==> config.mk <==
export PLATFORM = sky130hd
export DESIGN_NAME = i2s_audio_tx
export DESIGN_NICKNAME = d
export VERILOG_FILES = /design/src/rtl/i2s_audio_tx.sv
export SDC_FILE = /design/constraint.sdc
export NUM_CORES = 1
export LEC_CHECK = 0
export ABC_AREA = 1
export CORE_MARGIN = 2
export CORE_UTILIZATION = 45
export DETAILED_ROUTE_END_ITERATION = 8
export PLACE_DENSITY = 0.68
export SLEW_MARGIN = 10
export SYNTH_ARGS = -nofsm -noshare
export SYNTH_HDL_FRONTEND = slang
export SYNTH_SLANG_ARGS = --single-unit
==> constraint.sdc <==
create_clock -name clk_sys -period 3 [get_ports clk_sys]
set_clock_uncertainty 0.1 [all_clocks]
set_input_delay 0.6 -clock clk_sys [delete_from_list [all_inputs] [get_ports clk_sys]]
set_output_delay 0.6 -clock clk_sys [all_outputs]
set_load 0.02 [all_outputs]
==> src/rtl/i2s_audio_tx.sv <==
// Philips-format I2S serialiser with an integer BCK divider and double-buffered stereo samples.
// Optional build macro I2S_UNSIGNED_IN_EN: inputs are offset-binary and get their MSB inverted on capture.
module i2s_audio_tx #(
    parameter int AUDIO_DW  = 16,
    parameter int SLOT_BITS = 32,
    parameter int BCK_DIV   = 8
) (
    input  logic                clk_sys,
    input  logic                reset,
    input  logic [AUDIO_DW-1:0] left_in,
    input  logic [AUDIO_DW-1:0] right_in,
    input  logic                sample_we,
    output logic                sample_req,
    output logic                i2s_bck,
    output logic                i2s_lrck,
    output logic                i2s_data
);

    localparam int DIV_W  = (BCK_DIV > 1) ? $clog2(BCK_DIV) : 1;
    localparam int SLOT_W = $clog2(SLOT_BITS);
    localparam logic [DIV_W-1:0]  DIV_LAST  = DIV_W'(BCK_DIV - 1);
    localparam logic [SLOT_W-1:0] SLOT_LAST = SLOT_W'(SLOT_BITS - 1);

    logic [DIV_W-1:0]           div_cnt;
    logic [SLOT_W-1:0]          slot;
    logic signed [AUDIO_DW-1:0] hold_l;
    logic signed [AUDIO_DW-1:0] hold_r;
    logic signed [AUDIO_DW-1:0] shadow_l;
    logic signed [AUDIO_DW-1:0] shadow_r;

    logic                       fall;
    logic                       load;
    logic [SLOT_W-1:0]          slot_nxt;
    logic                       lrck_nxt;
    logic signed [AUDIO_DW-1:0] shadow_l_nxt;
    logic signed [AUDIO_DW-1:0] shadow_r_nxt;
    logic signed [AUDIO_DW-1:0] word;

    function automatic logic signed [AUDIO_DW-1:0] in_conv(input logic [AUDIO_DW-1:0] x);
`ifdef I2S_UNSIGNED_IN_EN
        in_conv = $signed({~x[AUDIO_DW-1], x[AUDIO_DW-2:0]});
`else
        in_conv = $signed(x);
`endif
    endfunction

    // Slot 0 is the one-bit I2S delay; slots 1..AUDIO_DW carry MSB first, the rest pad with zero.
    function automatic logic pick_bit(input logic [SLOT_W-1:0] s,
                                      input logic signed [AUDIO_DW-1:0] w);
        int k;
        k = int'(s);
        pick_bit = 1'b0;
        for (int i = 0; i < AUDIO_DW; i++) begin
            if (k == AUDIO_DW - i) pick_bit = w[i];
        end
    endfunction

    always_comb begin
        fall         = (div_cnt == DIV_LAST) && i2s_bck;
        slot_nxt     = (slot == SLOT_LAST) ? '0 : slot + 1'b1;
        lrck_nxt     = (slot_nxt == '0) ? ~i2s_lrck : i2s_lrck;
        load         = fall && i2s_lrck && !lrck_nxt;
        shadow_l_nxt = shadow_l;
        shadow_r_nxt = shadow_r;
        if (load) begin
            shadow_l_nxt = sample_we ? in_conv(left_in)  : hold_l;
            shadow_r_nxt = sample_we ? in_conv(right_in) : hold_r;
        end
        word = lrck_nxt ? shadow_r_nxt : shadow_l_nxt;
    end

    always_ff @(posedge clk_sys or posedge reset) begin
        if (reset) begin
            div_cnt    <= '0;
            slot       <= SLOT_LAST;
            i2s_bck    <= 1'b0;
            i2s_lrck   <= 1'b1;
            i2s_data   <= 1'b0;
            sample_req <= 1'b0;
            hold_l     <= '0;
            hold_r     <= '0;
            shadow_l   <= '0;
            shadow_r   <= '0;
        end else begin
            sample_req <= load;
            if (div_cnt == DIV_LAST) begin
                div_cnt <= '0;
                i2s_bck <= ~i2s_bck;
            end else begin
                div_cnt <= div_cnt + 1'b1;
            end
            if (sample_we) begin
                hold_l <= in_conv(left_in);
                hold_r <= in_conv(right_in);
            end
            shadow_l <= shadow_l_nxt;
            shadow_r <= shadow_r_nxt;
            // Everything but BCK moves on the falling BCK edge so it is stable at the rising edge.
            if (fall) begin
                slot     <= slot_nxt;
                i2s_lrck <= lrck_nxt;
                i2s_data <= pick_bit(slot_nxt, word);
            end
        end
    end

endmodule

==> flow_metrics.env, run 1 <==
export IMPL_run_status="finished with violations"
export IMPL_violations="negative setup slack"
export IMPL_drt_drc_violations_left=0
export IMPL_met1Wirelength_um=3300
export IMPL_final_cell_area_um2=4510
export IMPL_synth_seq_cells=76
export IMPL_starting_density_of_the_core=0.460
export IMPL_synthesized_cell_area_um2=3540
export IMPL_clk_path_buf_depth=2
export IMPL_crit_fanout=7
export IMPL_num_io_pins=39
export IMPL_rsz0062_at_grt="yes"
export IMPL_placement_io_buffers=38
export IMPL_maxCapViolations=0
export IMPL_vias_in_the_first_global_route=2625
export IMPL_synth_top_cell_area_share=0.495
export IMPL_finalNetCount=494
export IMPL_start_kind="register"
export IMPL_drt_initial_drc_count=94
export IMPL_final_layout_size_suffix_gt1_frac=0.250
export IMPL_worst_hold_path_type="register to register"
export IMPL_wl_um=6780
export IMPL_insertedDiodeCount=0
export IMPL_route_met3_wl_um=275
export IMPL_routedWlPerCell_um=12.1
export IMPL_worst_path_largest_cell_delay_ps=560
export IMPL_peakVddDrop_mv=0.233
export IMPL_dieArea_um2=8590
export IMPL_area_growth_pct=27.5
export IMPL_grt_use_total=0.172
export IMPL_cts_sink_count=76
export IMPL_synth_avg_cell_area_um2=9.39
export IMPL_clk_transition_reported_paths_ps=70
export IMPL_critPathMostFrequentCell="sky130_fd_sc_hd__nand2_1"
export IMPL_syn_nets=419
export IMPL_layoutNonFillerInstCount=558
export IMPL_netlist_top_cells_count="sky130_fd_sc_hd__nand2_1, sky130_fd_sc_hd__dfrtp_1, sky130_fd_sc_hd__inv_1, sky130_fd_sc_hd__mux2_2, sky130_fd_sc_hd__nor2_1"
export IMPL_core_area_um2=7690
export IMPL_synth_area_leader="sky130_fd_sc_hd__dfrtp_1"
export IMPL_critical_path_class="register to register"
export IMPL_clock_root_buffer="sky130_fd_sc_hd__clkbuf_8"
export IMPL_fmax_ghz=0.301
export IMPL_sequential_element_share_of_the_synthesized_area=0.539
export IMPL_grt_start_max_net_pins=28
export IMPL_synth_async_sr_flop_share=1.00
export IMPL_synth_edf_count=0
export IMPL_cts_tree="done"
export IMPL_yosysWarningCount=0
export IMPL_timing_critical_path_required_ps=3190
export IMPL_total_half_perimeter_wirelength_after_legalization_and_detailed_placement_um=4900
export IMPL_total_leakage_power_nw=2.02
export IMPL_maxUsedRoutingLayer="met4"
export IMPL_slew_violations=0
export IMPL_cts_max_level=3
export IMPL_hold_viol_final=0
export IMPL_first_pass_grt_wire_length_um=11700
export IMPL_total_power_mw=1.96
export IMPL_route_met2_wl_um=3130
export IMPL_placed_cell_area_um2=4280
export IMPL_placed_cells_incl_taps=542
export IMPL_post_cts_hold_buffer_count=0
export IMPL_gpl_congestion=0.838
export IMPL_routed_via_density=4.76
export IMPL_globalRouteOverflowTotal=0
export IMPL_netlist_top_cells_area="sky130_fd_sc_hd__dfrtp_1, sky130_fd_sc_hd__nand2_1, sky130_fd_sc_hd__mux2_2"
export IMPL_main_flop_type_after_synthesis="sky130_fd_sc_hd__dfrtp_1"
export IMPL_placement_rows=32
export IMPL_post_synth_top_count_cell="sky130_fd_sc_hd__nand2_1"
export IMPL_worst_slack_ps=-317
export IMPL_pre_repair_dr_iteration_count=4
export IMPL_die_height_um=92.7
export IMPL_worstSkewPairLatency_ps=350
export IMPL_dr_total_vias=2656
export IMPL_worst_slew_pin_slew_ps=590
export IMPL_finalCritPeriodShare=1.11
export IMPL_cts_made_buffers=9
export IMPL_postRouteAntennaNets=0
export IMPL_p_per_area_nw_per_um2=434
export IMPL_fp_dieW_um=92.7
export IMPL_setup_viol=1
export IMPL_syn_instance_count=377
export IMPL_maxSlewHeadroom=0.606
export IMPL_finalWorstPathRequiredPeriod_ps=3320
export IMPL_antenna_found_initial=0
export IMPL_end_kind="register"
export IMPL_slowest_cell_on_crit_path="sky130_fd_sc_hd__dfstp_2"
export IMPL_critical_path_arrival_ps=3500
export IMPL_post_synth_num_cell_types=30
routing by layer:
layer / vias up / track usage
li1: 1356 / -
met1: 1253 / 0.215
met2: 42 / 0.282
met3: 5 / 0.0553
met4: 0 / 0.0600
met5: - / 0
final cells by class:
class | count | area (um2)
fill | 667 | 3180
sequential | 76 | 1910
tap | 102 | 128
inverter | 32 | 120
clock buffer | 10 | 128
clock inverter | 5 | 53.8
timing repair buffer | 77 | 689
multi-input combinational | 256 | 1480
path summary, 6_finish.rpt:
kind                             from           to  slack, ps  cells after the start
setup / recovery              slot[0]     i2s_data       -320                     29
hold / removal             div_cnt[0]   div_cnt[0]        340                      1
setup reg to reg              slot[0]     i2s_data       -320                     29
hold reg to reg            div_cnt[0]   div_cnt[0]        340                      1
max in group asynchronous       reset  shadow_r[6]       1510                      3
min in group asynchronous       reset    hold_r[7]        530                      2
cells in the final DEF, fill, tap and decap left out, types with 2 or more instances in the layout:
cell type and instances:
sky130_fd_sc_hd__nand2_1 126, sky130_fd_sc_hd__dfrtp_1 70, sky130_fd_sc_hd__clkdlybuf4s50_1 38, sky130_fd_sc_hd__buf_4 37, sky130_fd_sc_hd__inv_1 31, sky130_fd_sc_hd__mux2_2 31
sky130_fd_sc_hd__nor2_1 24, sky130_fd_sc_hd__nand3_1 20, sky130_fd_sc_hd__o211ai_1 11, sky130_fd_sc_hd__o21ai_0 10, sky130_fd_sc_hd__clkbuf_8 9, sky130_fd_sc_hd__nand2_2 7
sky130_fd_sc_hd__ha_1 6, sky130_fd_sc_hd__dfstp_2 6, sky130_fd_sc_hd__nand4_1 3, sky130_fd_sc_hd__clkinv_2 3, sky130_fd_sc_hd__nand3_4 2, sky130_fd_sc_hd__nand3_2 2
sky130_fd_sc_hd__nor2_4 2, sky130_fd_sc_hd__and2_4 2
stage by stage:
step	hold slack [ps]	setup slack, ps	util	setup TNS [ps]
detailed placement	335	-312	0.556	-312
CTS	345	-267	0.582	-267
global placement	314	-228	0.556	-228
global route	371	-691	0.587	-691
finish	340	-317	0.587	-317
floorplan	303	-89.4	-	-89.4
critical path: cells and delay by family (launching register included):
| kind | cells | cell delay (ps) |
|---|---|---|
| AOI/OAI and AO/OA | 2 | 320 |
| adders and majority gates | 2 | 410 |
| buffers and inverters | 2 | 240 |
| DFF | 1 | 560 |
| and+or+nand+nor | 23 | 1640 |
repair_timing:
| item | in CTS | in global routing |
|---|---|---|
| resized for setup | 4 | 9 |
| buffers inserted | 0 | 1 |
| pin swaps | 0 | 7 |
| setup endpoints to repair | 1 | 1 |
logic make-up (layout without fill, tap and decap cells):
| family | Yosys count | after routing | synth area share |
|---|---|---|---|
| AO/OA/AOI/OAI | 24 | 24 | 0.0438 |
| AND/OR/NAND/NOR | 194 | 194 | 0.238 |
| flip-flops | 76 | 76 | 0.539 |
| buffers and inverters | 45 | 124 | 0.0551 |
| adder cells (fa/ha/maj) | 7 | 7 | 0.0247 |
| multiplexers | 31 | 31 | 0.0986 |
power by group:
group | total (mW) | switching (mW) | internal, mW | leakage, nW
sequential | 1.08 | 0.00911 | 1.07 | 0.790
clock | 0.739 | 0.362 | 0.377 | 0.0959
combinational | 0.142 | 0.0576 | 0.0842 | 1.14
flip-flops by register name (all words and copies together), names as in the netlist:
register	flops
i2s_lrck	1
shadow_r	16
sample_req	1
slot	5
div_cnt	3
i2s_bck	1
i2s_data	1
hold_l	16
shadow_l	16
hold_r	16
No activity file was read; power rests on OpenSTA's default activity.
==> run 2: changes to the inputs <==
--- a/config.mk
+++ b/config.mk
@@ -5,11 +5,10 @@
 export SDC_FILE = /design/constraint.sdc
 export NUM_CORES = 1
 export LEC_CHECK = 0
-export ABC_AREA = 1
 export CORE_MARGIN = 2
 export CORE_UTILIZATION = 45
 export DETAILED_ROUTE_END_ITERATION = 8
-export PLACE_DENSITY = 0.68
+export PLACE_DENSITY = 0.67
 export SLEW_MARGIN = 10
 export SYNTH_ARGS = -nofsm -noshare
 export SYNTH_HDL_FRONTEND = slang
==> flow_metrics.env, run 2 <==
export IMPL_run_status="complete, no violations"
export IMPL_fp_dieW_um=94.4
export IMPL_synth_top_cell_area_share=0.477
export IMPL_cts_max_level=3
export IMPL_drt_drc_violations_left=0
export IMPL_maxCapViolations=0
export IMPL_netlist_top_cells_count="sky130_fd_sc_hd__dfrtp_1, sky130_fd_sc_hd__mux2_2, sky130_fd_sc_hd__a21oi_1, sky130_fd_sc_hd__mux2i_1"
export IMPL_synth_seq_cells=76
export IMPL_peakVddDrop_mv=0.221
export IMPL_vias_in_the_first_global_route=2579
export IMPL_slew_violations=0
export IMPL_critical_path_reg2reg_endpoint="i2s_data"
export IMPL_regToRegStartpoint="slot[1]"
export IMPL_dr_total_vias=2560
export IMPL_start_kind="register"
export IMPL_worstSkewPairLatency_ps=350
export IMPL_synth_avg_cell_area_um2=12.1
export IMPL_worst_path_largest_cell_delay_ps=560
export IMPL_worst_slack_ps=10.8
export IMPL_pre_repair_dr_iteration_count=4
export IMPL_crit_path_cell_trace="ha_4, and3_4, ha_4, and4b_1, and2_4, nand2_8, inv_6, mux2_4, mux2_2, a2111o_1, o21ai_1, o21ai_1"
export IMPL_final_layout_size_suffix_gt1_frac=0.306
export IMPL_synth_async_sr_flop_share=1.00
export IMPL_crit_fanout=4
export IMPL_drt_initial_drc_count=139
export IMPL_routed_via_density=5.44
export IMPL_finalWorstPathRequiredPeriod_ps=2990
export IMPL_netlist_top_cells_area="sky130_fd_sc_hd__dfrtp_1, sky130_fd_sc_hd__mux2_2, sky130_fd_sc_hd__dfstp_2"
export IMPL_clk_path_buf_depth=2
export IMPL_slowest_cell_on_crit_path="sky130_fd_sc_hd__dfstp_2"
export IMPL_num_fill_cells=660
export IMPL_hold_viol_final=0
export IMPL_post_cts_hold_buffer_count=0
export IMPL_total_leakage_power_nw=2.08
export IMPL_cts_made_buffers=9
export IMPL_path_buf_inv=1
export IMPL_layoutNonFillerInstCount=471
export IMPL_timing_critical_path_required_ps=3130
export IMPL_total_half_perimeter_wirelength_after_legalization_and_detailed_placement_um=5530
export IMPL_reg2regPathDepth=12
export IMPL_finalNetCount=406
export IMPL_placed_cell_area_um2=4340
export IMPL_critical_path_class="register to register"
export IMPL_critical_path_arrival_ps=3120
export IMPL_most_common_cell_after_layout_fill_and_taps_aside="sky130_fd_sc_hd__dfrtp_1"
export IMPL_globalRouteOverflowTotal=0
export IMPL_core_area_um2=7810
export IMPL_final_cell_area_um2=4610
export IMPL_syn_instance_count=305
export IMPL_grt_use_total=0.179
export IMPL_postRouteAntennaNets=0
export IMPL_die_height_um=94.4
export IMPL_first_pass_grt_wire_length_um=12400
export IMPL_cts_tree="done"
export IMPL_placement_rows=32
export IMPL_finalCritPeriodShare=0.996
export IMPL_wl_um=7450
export IMPL_antenna_found_initial=0
export IMPL_area_growth_pct=25.4
export IMPL_end_kind="register"
export IMPL_place_worst_setup_slack_ps=-132
export IMPL_hold_depth=1
export IMPL_ff2ff_setup_slack_ps=10
export IMPL_clk_transition_reported_paths_ps=80
export IMPL_clock_root_buffer="sky130_fd_sc_hd__clkbuf_8"
export IMPL_maxSlewHeadroom=0.645
export IMPL_post_synth_num_cell_types=58
export IMPL_synth_edf_count=0
export IMPL_worst_path_dominant_cell_family="simple AND/OR/NAND/NOR gates"
export IMPL_hold_path_startpoint="div_cnt[0]"
export IMPL_dieArea_um2=8910
export IMPL_placement_io_buffers=38
export IMPL_num_io_pins=39
export IMPL_yosysWarningCount=0
export IMPL_worst_hold_path_type="register to register"
export IMPL_main_flop_type_after_synthesis="sky130_fd_sc_hd__dfrtp_1"
export IMPL_layout_common_cells="sky130_fd_sc_hd__dfrtp_1, sky130_fd_sc_hd__mux2_2, sky130_fd_sc_hd__clkdlybuf4s50_1"
export IMPL_cts_sink_count=76
export IMPL_synth_area_leader="sky130_fd_sc_hd__dfrtp_1"
export IMPL_syn_nets=347
export IMPL_worst_slew_pin_slew_ps=531
export IMPL_p_per_area_nw_per_um2=456
export IMPL_total_power_mw=2.10
export IMPL_sequential_element_share_of_the_synthesized_area=0.519
export IMPL_placed_cells_incl_taps=454
export IMPL_synthesized_cell_area_um2=3680
export IMPL_rsz0062_at_grt="yes"
export IMPL_insertedDiodeCount=0
export IMPL_setup_viol=0
export IMPL_fmax_ghz=0.335
export IMPL_post_synth_top_count_cell="sky130_fd_sc_hd__dfrtp_1"
export IMPL_gpl_congestion=0.929
export IMPL_worst_hold_path_endpoint="div_cnt[0]"
export IMPL_starting_density_of_the_core=0.471
export IMPL_routedWlPerCell_um=15.8
export IMPL_grt_start_max_net_pins=28
-- run 2: per-stage QoR --
step | hold WS, ps | TNS [ps] | util
2_1_floorplan | 303 | -327 | -
5_1_grt | 381 | -130 | 0.590
3_3_place_gp | 315 | -62.2 | 0.556
3_5_place_dp | 321 | -132 | 0.556
4_1_cts | 332 | 0 | 0.589
6_report | 328 | 0 | 0.590
-- run 2: layer usage --
layer,track usage,up-vias,part of all wire
li1,-,1216,-
met1,0.242,1263,0.48
met2,0.295,70,0.47
met5,0,-,0
met4,0.0652,0,0.014
met3,0.0255,11,0.039
-- run 2: report_power, final --
part	internal (mW)	leakage (nW)	total, mW	switching (mW)
clock	0.498	0.113	0.883	0.384
combinational	0.0801	1.04	0.142	0.0622
sequential	1.07	0.927	1.08	0.0100
total	1.64	2.08	2.10	0.457
-- run 2: kinds of logic (layout without fill, tap and decap cells) --
group | Yosys count | count (layout) | synth area share
flip-flops | 76 | 76 | 0.519
multiplexers | 64 | 64 | 0.193
AO/OA/AOI/OAI | 63 | 63 | 0.127
AND/OR/NAND/NOR | 61 | 61 | 0.0926
buffers and inverters | 32 | 96 | 0.0398
adder cells (fa/ha/maj) | 7 | 7 | 0.0238
XOR/XNOR | 2 | 2 | 0.00477
-- run 2: repair_timing --
action                     CTS  global route
pin swaps                    1             0
setup endpoints to repair    1             1
hold endpoints to repair     0             0
resized for setup            6             0
buffers inserted             0             1
-- run 2: how the worst max path moves through the flow --
stage | startpoint | endpoint | slack, ps | cells after the start
2_1_floorplan | slot[0] | i2s_data | -330 | 13
3_3_place_gp | slot[1] | i2s_data | -60 | 12
3_5_place_dp | slot[1] | i2s_data | -130 | 12
4_1_cts | slot[1] | i2s_data | 0.2 | 12
5_1_grt | slot[1] | i2s_data | -130 | 12
6_report | slot[1] | i2s_data | 10 | 12
-- run 2: layout make-up --
cell class	instances	area, um2	share of cell area
Clock buffer	10	138	0.0299
Tap cell	102	128	0.0277
Timing Repair Buffer	65	612	0.133
Sequential cell	76	1910	0.414
Multi-Input combinational cell	197	1670	0.362
Inverter	15	61.3	0.0133
Clock inverter	6	93.8	0.0204
==> run 3: changes to the inputs <==
--- a/config.mk
+++ b/config.mk
@@ -5,8 +5,10 @@
 export SDC_FILE = /design/constraint.sdc
 export NUM_CORES = 1
 export LEC_CHECK = 0
-export CORE_MARGIN = 2
+export CORE_MARGIN = 1
 export CORE_UTILIZATION = 45
+export CTS_BUF_LIST = sky130_fd_sc_hd__clkbuf_4 sky130_fd_sc_hd__clkbuf_8
+export CTS_CLUSTER_DIAMETER = 40
 export DETAILED_ROUTE_END_ITERATION = 8
 export PLACE_DENSITY = 0.67
 export SLEW_MARGIN = 10
==> flow_metrics.env, run 3 (same netlist as run 2, synthesis figures left out) <==
export IMPL_layout_common_cells="sky130_fd_sc_hd__dfrtp_1, sky130_fd_sc_hd__mux2_2, sky130_fd_sc_hd__clkdlybuf4s50_1"
export IMPL_critical_path_arrival_ps=3150
export IMPL_setup_tns_final_ps=-13.5
export IMPL_cts_made_buffers=9
export IMPL_grt_use_total=0.192
export IMPL_clk_transition_reported_paths_ps=70
export IMPL_placed_cell_area_um2=4380
export IMPL_core_area_um2=7810
export IMPL_die_height_um=92.4
export IMPL_placement_io_buffers=38
export IMPL_gpl_congestion=0.906
export IMPL_hold_path_startpoint="div_cnt[0]"
export IMPL_finalCritPeriodShare=1.00
export IMPL_finalWorstPathRequiredPeriod_ps=3010
export IMPL_timing_critical_path_required_ps=3130
export IMPL_placed_cells_incl_taps=454
export IMPL_worst_slack_ps=-13.5
export IMPL_starting_density_of_the_core=0.471
export IMPL_cts_max_level=3
export IMPL_total_half_perimeter_wirelength_after_legalization_and_detailed_placement_um=5410
export IMPL_critPathMostFrequentCell="sky130_fd_sc_hd__ha_4"
export IMPL_num_io_pins=39
export IMPL_clock_root_buffer="sky130_fd_sc_hd__clkbuf_8"
export IMPL_drt_drc_violations_left=0
export IMPL_routedWlPerCell_um=15.4
export IMPL_first_pass_grt_wire_length_um=12500
export IMPL_rsz0062_at_grt="yes"
export IMPL_maxSlewHeadroom=0.632
export IMPL_peakVddDrop_mv=0.190
export IMPL_slowest_cell_on_crit_path="sky130_fd_sc_hd__dfstp_2"
export IMPL_crit_fanout=6
export IMPL_worst_path_dominant_cell_family="simple AND/OR/NAND/NOR gates"
export IMPL_pre_repair_dr_iteration_count=5
export IMPL_ff2ff_setup_slack_ps=-10
export IMPL_fmax_ghz=0.332
export IMPL_gr_max_usage_layer="met2"
export IMPL_dieArea_um2=8530
export IMPL_critical_path_reg2reg_endpoint="i2s_data"
export IMPL_regToRegStartpoint="slot[0]"
export IMPL_reg2regPathDepth=12
export IMPL_post_cts_hold_buffer_count=0
export IMPL_path_buf_inv=1
export IMPL_dr_total_vias=2540
export IMPL_fp_dieW_um=92.4
export IMPL_hold_depth=1
export IMPL_grt_util_met3=0.0386
export IMPL_critical_path_class="register to register"
export IMPL_worst_hold_path_type="register to register"
export IMPL_worst_slew_pin_slew_ps=552
export IMPL_clk_path_buf_depth=2
export IMPL_postRouteAntennaNets=0
export IMPL_final_layout_size_suffix_gt1_frac=0.313
export IMPL_start_kind="register"
export IMPL_end_kind="register"
export IMPL_hold_viol_final=0
export IMPL_grt_start_max_net_pins=28
export IMPL_vias_in_the_first_global_route=2525
export IMPL_grt_use_met1=0.264
export IMPL_worst_setup_path_startpoint="slot[0]"
export IMPL_routed_via_density=5.37
export IMPL_run_status="finished with violations"
export IMPL_total_leakage_power_nw=2.09
export IMPL_maxCapViolations=0
export IMPL_final_cell_area_um2=4620
export IMPL_slew_violations=0
export IMPL_crit_path_cell_trace="ha_4, and3_4, ha_4, nand2b_4, and2_4, a221oi_4, buf_12, mux2i_1, nor3_1, or4_1, a211oi_2, o21ai_1"
export IMPL_worstSkewPairLatency_ps=350
export IMPL_layoutNonFillerInstCount=473
export IMPL_globalRouteOverflowTotal=0
export IMPL_setup_viol=1
export IMPL_p_per_area_nw_per_um2=403
export IMPL_wl_um=7290
export IMPL_worst_hold_path_endpoint="div_cnt[0]"
export IMPL_cts_tree="done"
export IMPL_insertedDiodeCount=0
export IMPL_violations="negative setup slack"
export IMPL_drt_initial_drc_count=79
export IMPL_finalNetCount=410
export IMPL_worst_path_largest_cell_delay_ps=560
export IMPL_cts_sink_count=76
export IMPL_area_growth_pct=25.6
export IMPL_grtUsageMet2=0.292
export IMPL_most_common_cell_after_layout_fill_and_taps_aside="sky130_fd_sc_hd__dfrtp_1"
export IMPL_antenna_found_initial=0
export IMPL_placement_rows=32
[run 3: cell types whose count changed in the layout (fill, tap and decap cells not counted), sizes merged]
cell,previous run,this run
buf,27,31
clkinv,1,4
bufinv,2,0
inv,17,15
clkbuf,10,9
[run 3: worst max-delay path by stage]
stage               cells past startpoint  endpoint  slack, ps
floorplan                              13  i2s_data       -330
global placement                       12  i2s_data        -70
detailed placement                     12  i2s_data       -110
CTS                                    12  i2s_data        0.4
global route                           12  i2s_data       -130
finish                                 12  i2s_data        -10
[run 3: worst register-to-register path, delay by kind of cell, from the launching register on]
kind / cells / cell delay (ps)
adder cells (fa/ha/maj): 2 / 340
buffers and inverters: 1 / 160
AND/OR/NAND/NOR: 5 / 1060
multiplexers: 1 / 180
flip-flops: 1 / 560
AO/OA/AOI/OAI: 3 / 500
[run 3: per-stage QoR]
stage	setup WS [ps]	total power, mW	hold slack, ps	utilization
6_report	-13.5	1.86	331	0.591
5_1_grt	-125	1.95	343	0.591
3_5_place_dp	-107	1.25	324	0.561
2_1_floorplan	-327	1.17	303	-
4_1_cts	0.427	1.89	336	0.587
3_3_place_gp	-72.1	1.24	315	0.561
[run 3: cell type report]
cell class / count / area [um2]
well taps: 102 / 128
repair buffers: 69 / 679
fillers: 664 / 3190
inverters: 15 / 63.8
clock inverters: 5 / 31.3
multi-input cells: 197 / 1680
flip-flops and latches: 76 / 1910
clock buffers: 9 / 124
[run 3: repair_timing]
action                     in CTS  in global routing
buffers inserted                3                  2
gates resized for setup         5                  5
setup endpoints to repair       1                  1
pin swaps                       1                  3
[run 3: report_power, final]
group	total, mW	internal, mW	switching [mW]
logic	0.145	0.0827	0.0625
clock network	0.638	0.287	0.351
registers	1.08	1.07	0.0101
[run 3: metal layers]
| metal | vias up | wire [um] |
|---|---|---|
| met5 | - | 0 |
| met1 | 1249 | 3470 |
| met3 | 9 | 289 |
| li1 | 1222 | - |
| met2 | 60 | 3440 |
| met4 | 0 | 93 |
